File: src/rtl/l1_carry_resolve.sv
// Resolves one redundant L1 word (overlapping-carry limbs) into a canonical binary
// integer by rippling the carry through one limb per clock.
module l1_carry_resolve #(
   parameter int N_LIMB = 4,
   parameter int STRIDE = 72,
   parameter int LIMB_W = 76,
   parameter int TAG_W  = 3
) (
   input  logic                       clk,
   input  logic                       rstn,
   input  logic                       in_valid,
   output logic                       in_ready,
   input  logic [N_LIMB*LIMB_W-1:0]   din,
   input  logic [TAG_W-1:0]           tag_in,
   output logic                       out_valid,
   input  logic                       out_ready,
   output logic [N_LIMB*STRIDE+LIMB_W-STRIDE:0] dout,
   output logic [TAG_W-1:0]           tag_out,
   output logic                       busy
);

   localparam int CW    = LIMB_W - STRIDE + 1;
   localparam int OUT_W = N_LIMB * STRIDE + CW;
   localparam int KW    = (N_LIMB > 1) ? $clog2(N_LIMB) : 1;

   typedef enum logic [1:0] {S_IDLE, S_PROP, S_DONE} state_t;

   state_t                      state_q, state_d;
   logic [KW-1:0]               k_q, k_d;
   logic [CW-1:0]               c_q, c_d;
   logic [N_LIMB*LIMB_W-1:0]    buf_q, buf_d;
   logic [TAG_W-1:0]            tag_q, tag_d;
   logic [OUT_W-1:0]            dout_q, dout_d;
   logic                        rdy_q, rdy_d;
   logic [LIMB_W-1:0]           limb;
   logic [LIMB_W:0]             sum;

   assign in_ready  = rdy_q && (state_q == S_IDLE);
   assign out_valid = (state_q == S_DONE);
   assign busy      = (state_q == S_PROP) || (state_q == S_DONE);
   assign dout      = dout_q;
   assign tag_out   = tag_q;

   always_comb begin
      state_d = state_q;
      k_d     = k_q;
      c_d     = c_q;
      buf_d   = buf_q;
      tag_d   = tag_q;
      dout_d  = dout_q;
      rdy_d   = 1'b1;

      limb = '0;
      for (int i = 0; i < N_LIMB; i++) begin
         if (int'(k_q) == i) limb = buf_q[i*LIMB_W +: LIMB_W];
      end
      sum = {1'b0, limb} + (LIMB_W+1)'(c_q);

      case (state_q)
         S_IDLE: begin
            if (in_valid && in_ready) begin
               buf_d   = din;
               tag_d   = tag_in;
               dout_d  = '0;
               c_d     = '0;
               k_d     = '0;
               state_d = S_PROP;
            end
         end
         S_PROP: begin
            for (int i = 0; i < N_LIMB; i++) begin
               if (int'(k_q) == i) dout_d[i*STRIDE +: STRIDE] = sum[STRIDE-1:0];
            end
            c_d = sum[LIMB_W:STRIDE];
            // The last limb's carry out lands directly in the top field, so no extra cycle is needed.
            if (k_q == KW'(N_LIMB - 1)) begin
               dout_d[N_LIMB*STRIDE +: CW] = sum[LIMB_W:STRIDE];
               k_d     = '0;
               state_d = S_DONE;
            end else begin
               k_d = k_q + 1'b1;
            end
         end
         S_DONE: begin
            if (out_ready) state_d = S_IDLE;
         end
         default: state_d = S_IDLE;
      endcase
   end

   always_ff @(posedge clk) begin
      if (!rstn) begin
         state_q <= S_IDLE;
         k_q     <= '0;
         c_q     <= '0;
         buf_q   <= '0;
         tag_q   <= '0;
         dout_q  <= '0;
         rdy_q   <= 1'b0;
      end else begin
         state_q <= state_d;
         k_q     <= k_d;
         c_q     <= c_d;
         buf_q   <= buf_d;
         tag_q   <= tag_d;
         dout_q  <= dout_d;
         rdy_q   <= rdy_d;
      end
   end

endmodule

File: config.mk
export PLATFORM = sky130hd
export DESIGN_NAME = l1_carry_resolve
export DESIGN_NICKNAME = d
export VERILOG_FILES = /design/src/rtl/l1_carry_resolve.sv
export SDC_FILE = /design/constraint.sdc
export NUM_CORES = 1
export LEC_CHECK = 0
export CORE_MARGIN = 2
export CORE_UTILIZATION = 50
export DETAILED_ROUTE_END_ITERATION = 6
export GPL_TIMING_DRIVEN = 0
export PLACE_DENSITY = 0.8
export SLEW_MARGIN = 20
export SYNTH_ARGS = -nofsm -noshare
export SYNTH_HDL_FRONTEND = slang
export SYNTH_SLANG_ARGS = --single-unit
File: constraint.sdc
create_clock -name clk -period 12.1 [get_ports clk]
set_clock_uncertainty 0.1 [all_clocks]
set_input_delay 1.815 -clock clk [delete_from_list [all_inputs] [get_ports clk]]
set_output_delay 1.815 -clock clk [all_outputs]
set_load 0.05 [all_outputs]
==> results by stage <==
Detailed routing:
- The number of vias in the routed layout is 28200.
- Once detail routing completed, the nets flagged for antenna violations numbered 0.
- In the final routed layout, each cell accounts on average for 23.3 um.
- For this block, the initial DRC count from the detailed router was 3254.
- The post-detailed-route DRC marker count is 0.
- The first detailed-routing pass took 7 iterations.
- The overall routed net length is 111 mm.
- In the routed layout, each cell is associated on average with a via count of 5.92.

Pwr:
- The analysis attributes to cell leakage a power of 12.5 nW.
- In this run, the clock network consumes 35.7% of the power.
- The switching power as a share of total power is 32.9%.
- The design draws 5.29 mW.
- Cell internal power was estimated by the tool at 3.55 mW.
- The areal power density over the cells is 148 nW/um2.
- IR analysis of the VDD net gives a maximum drop of 0.000118 V.
- The relative contribution of combinational cells to total power is 22.7%.
- Sequential cells account for 41.6% of the total power.
- The net load switching power is 1.74 mW.

Finish:
- The layout has 4553 filler cells.
- The total number of nets in the final design is 4347.
- Leaving out fill and tap cells, the most frequent cell in the layout is sky130_fd_sc_hd__nand2_1.
- Leaving out fill and tap cells, the most frequent cells in the layout are 1025 x sky130_fd_sc_hd__nand2_1, 610 x sky130_fd_sc_hd__dfxtp_1, 609 x sky130_fd_sc_hd__clkdlybuf4s50_1, 376 x sky130_fd_sc_hd__a21boi_0, 232 x sky130_fd_sc_hd__clkbuf_1.
- The signed area change from the synthesized netlist to the final layout is 33.5%.
- The area occupied by multi-input gates is 13600 um2.
- The register area is 12200 um2.
- With fillers left out, the area of the finished cells amounts to 35900 um2.
- The final core area utilization is 67.8%.
- Cells with a size suffix above 1 make up 3.77% of the layout.

Critical path:
- STA puts the critical path data arrival time at 8.13 ns.
- The startpoint type of the worst setup path is a flop.
- The worst setup path is captured at a flop.
- The maximum fanout along the worst path is 10.
- The slowest stage cell on the critical path is sky130_fd_sc_hd__buf_1.
- The critical path in this run is classified as reg -> reg.
- Walking the worst path, the cells encountered are inv_1, ha_1, buf_4, buf_2, buf_1, clkbuf_1, buf_1, clkbuf_1, a21oi_1, o21ai_0, ha_1, inv_1, fa_1, nor2b_1, o21bai_1, a21boi_1, nand3_1, buf_2, nor4_1, clkbuf_1, nand4_1, xor2_1, o21ai_0.
- The largest single stage delay on the critical path is 0.75 ns.
- The cell seen most often among critical-path stages is sky130_fd_sc_hd__clkbuf_1.
- The required time of the critical path is 12.47 ns.

Logic synthesis:
- The yosys synthesis warning count is 0.
- The netlist area before placement is 26900 um2.
- The share of flip-flops with an asynchronous set or reset after synthesis is 0%.
- The synthesis-stage register bit count is 610.
- The synthesized netlist net count is 3673.
- Counting every instance in the synthesized netlist gives 3347.
- In the synthesized netlist the dominant register cell turns out to be sky130_fd_sc_hd__dfxtp_1.
- After synthesis, the mean cell area works out to 8.03 um2.
- The register area share after synthesis is 45.5%.
- Counting flops with a built-in enable in the synthesized netlist gives 0.
- The number of different library cells in the post-synthesis netlist is 67.

Clock network:
- TritonCTS built the clock tree.
- The number of resized instances in the post-cts repair step is 0.
- The clock input transition at the sequential cells of the worst setup and hold paths is 0.07 ns.
- The maximum clock path buffer count is 3.
- Buffers inserted during clock tree synthesis total 61.
- The clock net sink count is 610.
- Buffers added to address setup during post-CTS repair amount to 0.
- The clock tree synthesis step divided the H-tree into 2 levels.
- The cell sitting at the root of the clock tree is a sky130_fd_sc_hd__clkbuf_16.
- Buffers inserted to repair hold after CTS numbered 0.
- For the worst-skew pair, the clock arrives at the later sink with an insertion delay of 0.65 ns.

GRT:
- The met1 track demand over resource in global routing is 49.2%.
- The initial antenna violation count is 8.
- Entering global routing, the biggest net connects 16 pins.
- The via count of the first global-routing pass was 26000.
- In the global route stage, met3 resource usage came out at 6.69%.
- The met2 layer usage reported by global route is 61.5%.
- The total global routing track utilization is 38.2%.
- The most heavily used metal layer in global routing is met2.
- The wire length of the first global-routing pass is 161 mm.
- The total global routing overflow is 0.

STA:
- The number of hold violations in the final report was 0.
- Setup repair after global routing left no endpoint under its margin.
- Setup violations remaining at the end of the flow were counted as 0.
- The final clock period utilization by the worst path is 64.1%.
- The worst slack on hold paths is 0.351 ns.
- At the pin with the least slew margin, the transition time is 1.19 ns.
- The count of pins over their slew limit was 0.
- The sum of negative setup slack is 0 ns.
- Timing would allow up to 0.129 GHz.
- In this run the tightest slew margin relative to its limit is 20.3%.
- For the finished layout, the period the worst path requires is 7.76 ns.

Floorplan:
- The starting density of the core is 50.8%.
- The top-level I/O count is 610.
- The die is 236 um tall.
- The placeable core region is 52900 um2.
- The die boundary width is 236 um.
- The number of placement rows is 84.
- The die covers 55600 um2.

Status:
- The run finished with clean final reports.

Placed design:
- The half-perimeter wire length of the detailed placement result is 86.4 mm.
- Port buffering added 609 buffers.
- Once placement finished, the instance area stood at 33900 um2.
- The congestion estimate from routability-driven global placement came to 0.987.

Job:
- Max-cap violations in this run came to 0.

Worst hold path:
- The class of the most critical hold timing path is reg -> reg.
-- per-stage QoR --
step	cells	worst slack [ns]
after floorplan	3347	6.88
after CTS	4749	4.65
after global routing	4757	4.06
after detailed placement	4646	4.68
after global placement	4644	4.51
final	4757	4.34
-- critical path: cells and delay by family (launching register included) --
kind	cells	cell delay (ns)
adder cells (fa/ha/maj)	3	0.90
buffers and inverters	10	3.61
flip-flops	1	0.38
AO/OA/AOI/OAI	5	1.04
XOR/XNOR	1	0.53
AND/OR/NAND/NOR	4	1.01
-- worst paths after layout --
check,from,end,slack (ns),depth (start not counted)
worst min register to register,dout[19],dout[19],0.35,2
worst max-delay path,k_q[0],dout[248],4.34,23
worst min-delay path,dout[19],dout[19],0.35,2
worst max register to register,k_q[0],dout[248],4.34,23
-- flip-flops by register name (all words and copies together) (netlist names) --
register,cells
tag_out,3
state_q,2
k_q,2
c_q,5
buf_q,304
dout,293
rdy_q,1
-- power by group through the flow --
stage	sequential, mW	clock, mW	combinational (mW)
final	2.20	1.89	1.20
after global routing	2.21	1.95	1.27
after CTS	2.20	1.88	1.17
after detailed placement	2.24	0	1.16
after global placement	2.24	0	1.15
after floorplan	2.27	0	0.604
-- cells by family (layout without fill, tap and decap cells) --
logic type / count (synthesis) / after routing / share of synthesized area [%]
AOI/OAI and AO/OA: 839 / 839 / 22.5
xor gates and xnor gates: 43 / 43 / 1.40
adders and majority gates: 15 / 15 / 0.727
buffers and inverters: 279 / 993 / 4.28
DFF: 610 / 610 / 45.5
muxes: 4 / 4 / 0.149
other: 0 / 8 / 0
and+or+nand+nor: 1557 / 1557 / 25.5
-- cells in the mapped netlist, types with 15 or more instances --
cell / count / area share [%]
sky130_fd_sc_hd__nand2_1: 1025 / 14
sky130_fd_sc_hd__dfxtp_1: 610 / 45
sky130_fd_sc_hd__a21boi_0: 376 / 11
sky130_fd_sc_hd__clkbuf_1: 215 / 3.0
sky130_fd_sc_hd__nor2_1: 148 / 2.1
sky130_fd_sc_hd__o21ai_0: 146 / 2.7
sky130_fd_sc_hd__nand3_1: 110 / 2.0
sky130_fd_sc_hd__a21oi_1: 69 / 1.3
sky130_fd_sc_hd__nor2b_1: 58 / 1.4
sky130_fd_sc_hd__a211oi_1: 51 / 1.4
sky130_fd_sc_hd__a221oi_1: 44 / 1.4
sky130_fd_sc_hd__a221o_1: 40 / 1.5
sky130_fd_sc_hd__nand4_1: 27 / 0.63
sky130_fd_sc_hd__or3_1: 26 / 0.61
sky130_fd_sc_hd__and2_1: 25 / 0.58
sky130_fd_sc_hd__xor2_1: 24 / 0.78
sky130_fd_sc_hd__buf_2: 21 / 0.39
sky130_fd_sc_hd__o31ai_1: 21 / 0.59
sky130_fd_sc_hd__and3_1: 19 / 0.44
sky130_fd_sc_hd__xnor2_1: 19 / 0.62
sky130_fd_sc_hd__nor4_1: 18 / 0.42
sky130_fd_sc_hd__or4_1: 18 / 0.50
sky130_fd_sc_hd__buf_1: 17 / 0.24
sky130_fd_sc_hd__nand2b_1: 17 / 0.40
sky130_fd_sc_hd__o211ai_1: 15 / 0.42
-- metal layers --
layer	share of wire [%]	up-vias
li1	-	12900
met1	39	13200
met2	45	1792
met3	10	313
met4	5.6	0
met5	0	-
-- final cells by class --
class / count / share of cell area [%]
Multi-Input combinational cell: 2458 / 37.8
Sequential cell: 610 / 34.1
Timing Repair Buffer: 611 / 17.0
Clock buffer: 95 / 5.15
Buffer: 267 / 3.08
Tap cell: 688 / 2.40
Clock inverter: 8 / 0.279
Inverter: 12 / 0.126
Antenna cell: 8 / 0.0558
Note: power is estimated with default switching activity, not from simulation.
